<file path="src/rtl/decoder_nx_seq.sv">
// N-to-2**N decoder with a registered valid/ready output beat and a
// self-running scan mode that walks every code from 0 to M-1.
module decoder_nx_seq #(
    parameter int N          = 3,
    parameter bit REVERSE    = 1'b1,
    parameter bit ACTIVE_LOW = 1'b0
) (
    input  logic                clk,
    input  logic                rst_n,
    input  logic [N-1:0]        a_in,
    input  logic                in_valid,
    output logic                in_ready,
    input  logic                scan_start,
    output logic                busy,
    output logic [(1<<N)-1:0]   d_out,
    output logic [N-1:0]        code_out,
    output logic                out_valid,
    input  logic                out_ready,
    output logic                scan_done
);

    localparam int M = 1 << N;

    typedef enum logic {
        IDLE,
        SCAN
    } state_t;

    state_t       state_q, state_d;
    logic         pend_q, pend_d;
    logic [N-1:0] code_q, code_d;
    logic         vld_q, vld_d;
    logic         done_q, done_d;

    logic         free;
    logic         xfer;
    logic         last;
    logic [N-1:0] idx;
    logic [M-1:0] hot;

    assign free = !vld_q || out_ready;
    assign xfer = vld_q && out_ready;
    assign last = (code_q == N'(M - 1));

    always_ff @(posedge clk or negedge rst_n) begin
        if (!rst_n) begin
            state_q <= IDLE;
            pend_q  <= 1'b0;
            code_q  <= '0;
            vld_q   <= 1'b0;
            done_q  <= 1'b0;
        end else begin
            state_q <= state_d;
            pend_q  <= pend_d;
            code_q  <= code_d;
            vld_q   <= vld_d;
            done_q  <= done_d;
        end
    end

    always_comb begin
        state_d = state_q;
        pend_d  = pend_q;
        code_d  = code_q;
        vld_d   = vld_q;
        done_d  = 1'b0;
        unique case (state_q)
            IDLE: begin
                if (scan_start) begin
                    state_d = SCAN;
                    if (free) begin
                        code_d = '0;
                        vld_d  = 1'b1;
                    end else begin
                        pend_d = 1'b1;
                    end
                end else if (in_valid && free) begin
                    code_d = a_in;
                    vld_d  = 1'b1;
                end else if (xfer) begin
                    vld_d = 1'b0;
                end
            end
            SCAN: begin
                // a held request waits for the old beat to leave
                if (pend_q) begin
                    if (free) begin
                        code_d = '0;
                        vld_d  = 1'b1;
                        pend_d = 1'b0;
                    end
                end else if (xfer) begin
                    if (last) begin
                        vld_d   = 1'b0;
                        done_d  = 1'b1;
                        state_d = IDLE;
                    end else begin
                        code_d = code_q + N'(1);
                    end
                end
            end
            default: state_d = IDLE;
        endcase
    end

    // M-1-k equals the bitwise inverse of k in N bits
    assign idx = REVERSE ? ~code_q : code_q;

    always_comb begin
        hot = '0;
        if (vld_q) hot[idx] = 1'b1;
    end

    assign d_out     = ACTIVE_LOW ? ~hot : hot;
    assign code_out  = code_q;
    assign out_valid = vld_q;
    assign busy      = (state_q == SCAN);
    assign scan_done = done_q;
    assign in_ready  = (state_q == IDLE) && free && !scan_start;

endmodule
</file>
<file path="config.mk">
export PLATFORM = sky130hd
export DESIGN_NAME = decoder_nx_seq
export DESIGN_NICKNAME = d
export VERILOG_FILES = /design/src/rtl/decoder_nx_seq.sv
export SDC_FILE = /design/constraint.sdc
export NUM_CORES = 1
export LEC_CHECK = 0
export CORE_MARGIN = 1.5
export CORE_UTILIZATION = 34
export CTS_CLUSTER_DIAMETER = 60
export DETAILED_ROUTE_END_ITERATION = 16
export GPL_TIMING_DRIVEN = 0
export HOLD_SLACK_MARGIN = 0.03
export PLACE_DENSITY = 0.68
export SETUP_SLACK_MARGIN = 0.15
export SLEW_MARGIN = 20
export SYNTH_ARGS = -nofsm -noshare
export SYNTH_HDL_FRONTEND = slang
export SYNTH_SLANG_ARGS = --single-unit
export TNS_END_PERCENT = 1
</file>
<file path="constraint.sdc">
create_clock -name clk -period 3.6 [get_ports clk]
set_clock_uncertainty 0.15 [all_clocks]
set_input_delay 0.72 -clock clk [delete_from_list [all_inputs] [get_ports clk]]
set_output_delay 0.72 -clock clk [all_outputs]
set_load 0.005 [all_outputs]
</file>
---- Word-level counts from Yosys, hierarchy flattened ----
Index checks and enable logic that the tools add are counted.
cells by class
  $add $sub $neg .......................... 1
  $mul .................................... 0
  div/mod/pow operators ................... 0
  order comparisons ....................... 2
  equal/unequal tests ..................... 8
  shifts and indexed selects .............. 0
  muxes and demuxes ....................... 32
  bitwise gates (word level) .............. 2
  reductions and logical operators ........ 11
operators with widths
  cell                                                                   count
  1-bit 2-to-1 mux                                                       20
  3-bit 2-to-1 mux                                                       6
  8-bit 2-to-1 mux                                                       1
  3-bit by 1-bit != test with 1-bit output, second input constant        2
  3-bit != test, second input constant                                   2
  1-bit case mux with 2 select lines                                     3
  3-bit case mux with 2 select lines                                     1
  3-bit AND reduction                                                    2
  1-bit logical AND                                                      5
  3-bit by 4-bit < comparator with 1-bit output, second input constant   1
  2-bit != test, second input constant                                   2
  4-bit != test, second input constant                                   1
  3-bit by 1-bit adder with 3-bit output, second input constant          1
  1-bit demux with 3-bit select                                          1
  3-bit equality test, second input constant                             1
  3-bit by 1-bit >= comparator with 1-bit output, second input constant  1
  3-bit NOT                                                              1
  1-bit zero test                                                        2
  2-bit AND reduction                                                    1
  1-bit logical OR                                                       1
  1-bit NOT                                                              1
word-level totals
  flip-flop bits (word level) ............. 7
  latch bits .............................. 0
  RAM bits ................................ 0
  bits in read-only memories .............. 0
  bits of input ports ..................... 8
  output and inout port bits .............. 15
  logic and storage cells ................. 61
  memories kept ........................... 0

---- Longest topological paths before layout ----
Gate-level depths: netlist (run 1).
  depth in word-level cells ............... 6
  gate-level depth with buffers ........... 5
  gate-level depth less buffers ........... 5

---- Worst setup path before layout (run 1) ----
No wires, ideal clock.
  path type ............................... input -> output
  start point ............................. input scan_start
  end point ............................... output in_ready
  arrival ................................. 912 ps
  data required time ...................... 2,730 ps
  slack ................................... 1,818 ps
  stages .................................. 1
  path buffers ............................ 0
  cell sequence ........................... nor3_1
between the ends
  longest elaborated chain between the ends .. 2
RTL lines
  what               line  source
  start, declared    13    input logic scan_start,
  1-bit zero test    119   assign in_ready = (state_q == IDLE) && free && !scan_start;
  1-bit logical AND  119
  end, declared      12    output logic in_ready,
No other way between the ends.

---- Worst setup path after layout (run 1) ----
  start point ............................. input out_ready
  end point ............................... output in_ready
between the ends
  longest elaborated chain between the ends .. 3
RTL lines
  what                            line  source
  start, declared                 18    input logic out_ready,
  1-bit logical OR                41    assign free = !vld_q || out_ready;
  1-bit logical AND (2 in a row)  119
No other way between the ends.

==> summary.txt, run 1 <==
Placement
  – Input/output buffers: 22
  – Post-DP HPWL: 888 um
  – Place WS: 715 ps
  – Placer Congestion: 0.694
  – Placed cells: 83

Finish
  – Fillers: 110
  – Layout cells sized above 1: 11.0%
  – Most frequent cells in the layout: 22 x clkdlybuf4s50_1, 8 x nor2_1, 7 x dfrtp_1, 4 x o2bb2ai_1
  – Util after Layout: 60.7%
  – Most common cell after layout, fill and taps aside: clkdlybuf4s50_1
  – ANT cells: 0
  – P&R area growth vs syn: 59.1%
  – Final Non-Filler Cells: 87
  – Nets: 84

Synthesis
  – Post-Synth XOR/XNOR Area: 0%
  – Post-synthesis sequential area ratio: 39.2%
  – Synth Flop Type: dfrtp_1
  – Compound-cell area share of the yosys netlist: 25.5%
  – Synth area leader: dfrtp_1
  – Main combinational cell family by area after synthesis: simple AND/OR/NAND/NOR gates
  – Post-synthesis adder-cell area fraction: 5.60%
  – Avg Inst Size Synth: approximately 9.5 um2
  – Synth Register Bits: 7
  – Post-synth EDFFs: 0
  – Synth Instances: 47
  – Simple-gate area share of the yosys netlist: 28.0%
  – Top cells by area, synth: dfrtp_1 39%, o2bb2ai_1 7.8%, nor2_1 6.7%
  – Mux contribution to synthesized area: 0%
  – Syn Nets: 57
  – Yosys cell types: 21
  – Syn Std Cell Area: 447 um2
  – Yosys warns: 0
  – Synth top area share: 39.2%
  – Post-synthesis async set-or-reset flop share: 100%

Floorplanning
  – I/O pins: 23
  – Row Count: 12
  – Core area: 1170 um2
  – Die span in y: between 30 and 40 um
  – Starting Density: 38.1%
  – Full die area: approximately 1500 um2
  – Die width: slightly below 40 um

Global route
  – Largest net degree at the start of global routing: 10
  – Initial antenna violation count: 0
  – Number of global-route vias before repair: 419
  – Grt total ovfl: 0
  – First-pass GRT wire length: 1.80 mm
  – Overall global routing resource usage: 18.6%

Pwr
  – Pwr dens: 689 nW/um2
  – P_leak: between 0.2 and 0.3 nW
  – Total chip power: 489 uW
  – Max IR drop VDD: 0.336 mV

Clock tree
  – Clock latency on the worst-skew pair: 250 ps
  – Setup Fix Bufs, Post-CTS: 0
  – CTS clk-pin slew, worst paths: about 50 ps
  – Clk sinks: 7
  – Clock Path Buffers: 2
  – CTS Hold Bufs: 0
  – Num CTS Buffers: 3
  – Root buf cell: clkbuf_4
  – TritonCTS clock tree: built
  – Post-CTS sizing: 0
  – H-tree levels: 1

STA
  – Crit path time final: between 2000 and 3000 ps
  – Setup-failing EPs final: 0
  – Period utilisation layout: just over 80%
  – Fin. Hold Viols: 0
  – Max frequency: 345 MHz
  – Worst Max-Slew Pin Slew: a little over 300 ps
  – Slew Viols, Final: 0
  – Slew HR: 79.2%
  – Setup tns final: 0 ps
  – RSZ-0062 raised after global routing: no
  – Setup ws final: about 700 ps

Drt
  – Detail Route Antenna Nets: 0
  – DR iter-0 viols: 10
  – Detailed-route DRC error count: 0
  – Post-DR wirelength/cell: around 13 um
  – Detailed-route wire length: ~1.1 mm
  – Vias: around 470
  – Routed vias/inst: 5.36
  – Total iterations of the first detailed-routing run: 4

Status
  – Status: complete, no violations

Worst setup path
  – Most used cell, CP: clkdlybuf4s50_1
  – Crit path cell chain: clkdlybuf4s50_1, nor2b_4, nor3_1, clkdlybuf4s50_1
  – Crit path arrival time: 2030 ps
  – Crit. End Element: output port
  – Top delay family on crit path: buffers and inverters
  – WP data required: 2730 ps
  – Slowest CP cell: clkdlybuf4s50_1
  – CP bufs+invs: 2
  – Crit Path Class: primary input to output port
  – Max Fanout on Critical Path: 4
  – Critical path launch point type: primary input
  – CP max stage delay: 570 ps

Min path
  – Worst Hold Class: flip-flop to flip-flop

Flow run
  – Max cap viols: 0
## registers in the layout, summed over array words and instances, names as in the netlist
register and cells:
pend_q 1, out_valid 1, busy 1, code_out 3, scan_done 1
## cell type report
type                       count  area [um2]  share of cell area, %
multi-input combinational     38         264                   37.1
timing repair buffer          22         220                   31.0
sequential                     7         175                   24.6
clock buffer                   4        26.3                   3.70
tap                           14        17.5                   2.46
inverter                       2        7.51                   1.06
## worst paths after layout
kind	start	endpoint	depth (start not counted)	slack, ps
setup / recovery	out_ready	in_ready	4	700
hold / removal	code_out[0]$_DFFE_PN0P_	code_out[0]$_DFFE_PN0P_	1	450
setup reg to reg	code_out[1]$_DFFE_PN0P_	code_out[1]$_DFFE_PN0P_	5	1690
hold reg to reg	code_out[0]$_DFFE_PN0P_	code_out[0]$_DFFE_PN0P_	1	450
max in group asynchronous	rst_n	code_out[2]$_DFFE_PN0P_	1	2490
min in group asynchronous	rst_n	scan_done$_DFF_PN0_	1	580
## kinds of logic (layout without fill, tap and decap cells)
family	after synthesis	after routing
compound gates	14	14
fa+ha+maj	2	2
buf+inv	2	28
flops	7	7
simple gates	22	22
## per-layer routing
| metal | track usage, % | vias up | wire (um) |
|---|---|---|---|
| met3 | 6.94 | 2 | 50 |
| met5 | 0 | - | 0 |
| met4 | 10.3 | 0 | 19 |
| li1 | - | 225 | - |
| met2 | 27.9 | 14 | 581 |
| met1 | 22.4 | 225 | 477 |
## report_power, final
group          total (mW)  switching [mW]  internal (mW)
Combinational       0.271           0.104          0.167
Sequential          0.149          0.0449          0.104
Clock              0.0699          0.0277         0.0422
## worst register-to-register path, cell delays in order (launching register included)
cell and delay, ps:
dfrtp_1 460, ha_1 230, ha_1 220, nand3b_1 190, a221o_1 410, o2bb2ai_1 140
## stage by stage
stage          instance area (um2)  hold slack, ps
2_1_floorplan                  447             274
3_3_place_gp                   684             430
3_5_place_dp                   684             442
4_1_cts                        711             456
5_1_grt                        711             492
6_report                       711             452
## synth_stat cells, drive strengths merged (2+ instances only)
master and n:
ha 2, nor2 9, a21o 2, dfrtp 7, nand2b 3, nand2 2, inv 2, a22oi 2
o2bb2ai 4, o21ai 3, nor2b 2, nor3 3
Power figures use the tool's default switching activity.
==> run 2, diff against run 1 <==
--- a/config.mk
+++ b/config.mk
@@ -6,12 +6,12 @@
 export NUM_CORES = 1
 export LEC_CHECK = 0
 export CORE_MARGIN = 1.5
-export CORE_UTILIZATION = 34
+export CORE_UTILIZATION = 33
 export CTS_CLUSTER_DIAMETER = 60
 export DETAILED_ROUTE_END_ITERATION = 16
 export GPL_TIMING_DRIVEN = 0
 export HOLD_SLACK_MARGIN = 0.03
-export PLACE_DENSITY = 0.68
+export PLACE_DENSITY = 0.69
 export SETUP_SLACK_MARGIN = 0.15
 export SLEW_MARGIN = 20
 export SYNTH_ARGS = -nofsm -noshare
==> constraint.sdc (replaced) <==
create_clock -name clk -period 2.65 [get_ports clk]
set_clock_uncertainty 0.15 [all_clocks]
set_input_delay 0.53 -clock clk [delete_from_list [all_inputs] [get_ports clk]]
set_output_delay 0.53 -clock clk [all_outputs]
set_load 0.005 [all_outputs]
==> run 2 against run 1 <==
Register-to-register slack got worse by 910 ps; count of clock-buffer cells in the layout unchanged; clock power increased by 42%; worst hold slack got worse by 68 ps; sequential share of layout area decreased by 0.13 points; global-route usage decreased by 3.1 points; total power increased by 34%; worst setup slack got worse by 420 ps; critical endpoint unchanged; highest routed layer unchanged.
==> summary.txt, run 2 (synthesis results as in run 1) <==
Finish
  – Reg area: 175 um2
  – Nets: 84
  – Finished Cell Area: around 700 um2
  – Util after Layout: between 50% and 60%
  – Multi-input logic area: between 200 and 300 um2
  – ANT cells: 0
  – Number of flip-flops under the largest register name: 3
  – Layout cells sized above 1: 11.0%
  – Fillers: 137
  – P&R area growth vs syn: 59.9%
  – Most common cell after layout, fill and taps aside: clkdlybuf4s50_1
  – Final Non-Filler Cells: 88
  – Most frequent cells in the layout: 21 x clkdlybuf4s50_1, 8 x nor2_1, 7 x dfrtp_1, 4 x o2bb2ai_1

Global route
  – Initial antenna violation count: 0
  – Largest net degree at the start of global routing: 10
  – Number of global-route vias before repair: 353
  – Grt total ovfl: 0
  – Overall global routing resource usage: between 15 and 20%
  – First-pass GRT wire length: about 1.5 mm

Worst setup path
  – WP depth: 3
  – Slowest CP cell: clkdlybuf4s50_1
  – Crit Path Class: primary input to output port
  – Crit path cell chain: clkdlybuf4s50_1, nor3_1, clkdlybuf4s50_1
  – CP bufs+invs: 2
  – Most used cell, CP: clkdlybuf4s50_1
  – Max Fanout on Critical Path: 3
  – Top delay family on crit path: buffers and inverters
  – Crit path arrival time: 1680 ps
  – WP data required: roughly 2000 ps
  – CP max stage delay: 520 ps
  – R2R depth: 5
  – Crit. End Element: output port
  – Critical path launch point type: primary input

Floorplanning
  – Die width: 39.8 um
  – Starting Density: a little over a third
  – Full die area: between 1500 and 2000 um2
  – Row Count: 13
  – I/O pins: 23
  – Die span in y: 39.8 um
  – Core area: 1280 um2

Pwr
  – Pwr dens: approximately 920 nW/um2
  – Total chip power: about 660 uW
  – Max IR drop VDD: 0.299 mV
  – P_leak: approximately 0.3 nW

Clock tree
  – CTS Hold Bufs: 0
  – Clk sinks: 7
  – Clock latency on the worst-skew pair: 250 ps
  – Root buf cell: clkbuf_4
  – Setup Fix Bufs, Post-CTS: 0
  – Clock Path Buffers: 2
  – TritonCTS clock tree: built
  – Num CTS Buffers: 3
  – Post-CTS sizing: 0
  – H-tree levels: 1
  – CTS clk-pin slew, worst paths: roughly 50 ps

STA
  – Setup tns final: 0 ps
  – Max frequency: 423 MHz
  – Setup ws final: roughly 290 ps
  – Slew HR: 78.6%
  – Minimum hold slack: 385 ps
  – Setup-failing EPs final: 0
  – Worst Max-Slew Pin Slew: approximately 320 ps
  – Crit path time final: ~2400 ps
  – Period utilisation layout: 89.2%
  – RSZ-0062 raised after global routing: no
  – Slew Viols, Final: 0
  – Fin. Hold Viols: 0

Drt
  – DR iter-0 viols: 5
  – Total iterations of the first detailed-routing run: 2
  – Post-DR wirelength/cell: 11.5 um
  – Detailed-route wire length: 1.01 mm
  – Detail Route Antenna Nets: 0
  – Detailed-route DRC error count: 0
  – Vias: 448
  – Routed vias/inst: ~5.1

Placement
  – Input/output buffers: 22
  – Placer Congestion: between 0.7 and 0.8
  – Area post-placement: 686 um2
  – Post-DP HPWL: 752 um
  – Place WS: ~170 ps
  – Placed cells: 84

Min path
  – Worst Hold Class: primary input to async pin

Status
  – Status: complete, no violations

Flow run
  – Max cap viols: 0
## run 2: path summary, 6_finish.rpt
kind                                               from                       to  slack (ps)
max in group asynchronous                         rst_n       pend_q$_DFFE_PN0P_        1730
worst min register to register       pend_q$_DFFE_PN0P_       pend_q$_DFFE_PN0P_         440
worst min-delay path                              rst_n           busy$_DFF_PN0_         380
min in group clk                     pend_q$_DFFE_PN0P_       pend_q$_DFFE_PN0P_         440
worst max register to register  code_out[1]$_DFFE_PN0P_  code_out[2]$_DFFE_PN0P_         780
worst max-delay path                         scan_start                 in_ready         290
## run 2: power breakdown
group | internal [mW] | switching (mW) | leakage [nW]
Combinational | 0.225 | 0.132 | 0.206
Clock | 0.0576 | 0.0420 | 0.0150
Sequential | 0.141 | 0.0585 | 0.0846
Total | 0.424 | 0.233 | 0.305
## run 2: final cells by class
class / count / area share, %
inverter: 2 / 1.05
timing repair buffer: 22 / 31.2
tap: 15 / 2.63
sequential: 7 / 24.5
multi-input combinational: 38 / 37.0
clock buffer: 4 / 3.68
## run 2: per-layer routing
layer  part of all wire (%)  GRT usage (%)  vias to the layer above
li1                       -              -                      223
met1                     47           18.9                      204
met2                     44           20.9                       17
met3                    5.3           2.27                        4
met4                    3.6           18.1                        0
met5                      0              0                        -
## run 2: worst reg2reg max path, delay by kind of cell (launching register included)
family | cells | cell delay [ps]
adder cells (fa/ha/maj) | 2 | 430
AO/OA/AOI/OAI | 2 | 550
AND/OR/NAND/NOR | 1 | 190
flip-flops | 1 | 460
==> run 3, diff against run 2 <==
--- a/config.mk
+++ b/config.mk
@@ -5,6 +5,7 @@
 export SDC_FILE = /design/constraint.sdc
 export NUM_CORES = 1
 export LEC_CHECK = 0
+export ABC_CLOCK_PERIOD_IN_PS = 2650
 export CORE_MARGIN = 1.5
 export CORE_UTILIZATION = 33
 export CTS_CLUSTER_DIAMETER = 60
==> results of run 3 <==
Same layout as run 2: the final DEF is identical, and so are final timing and power.
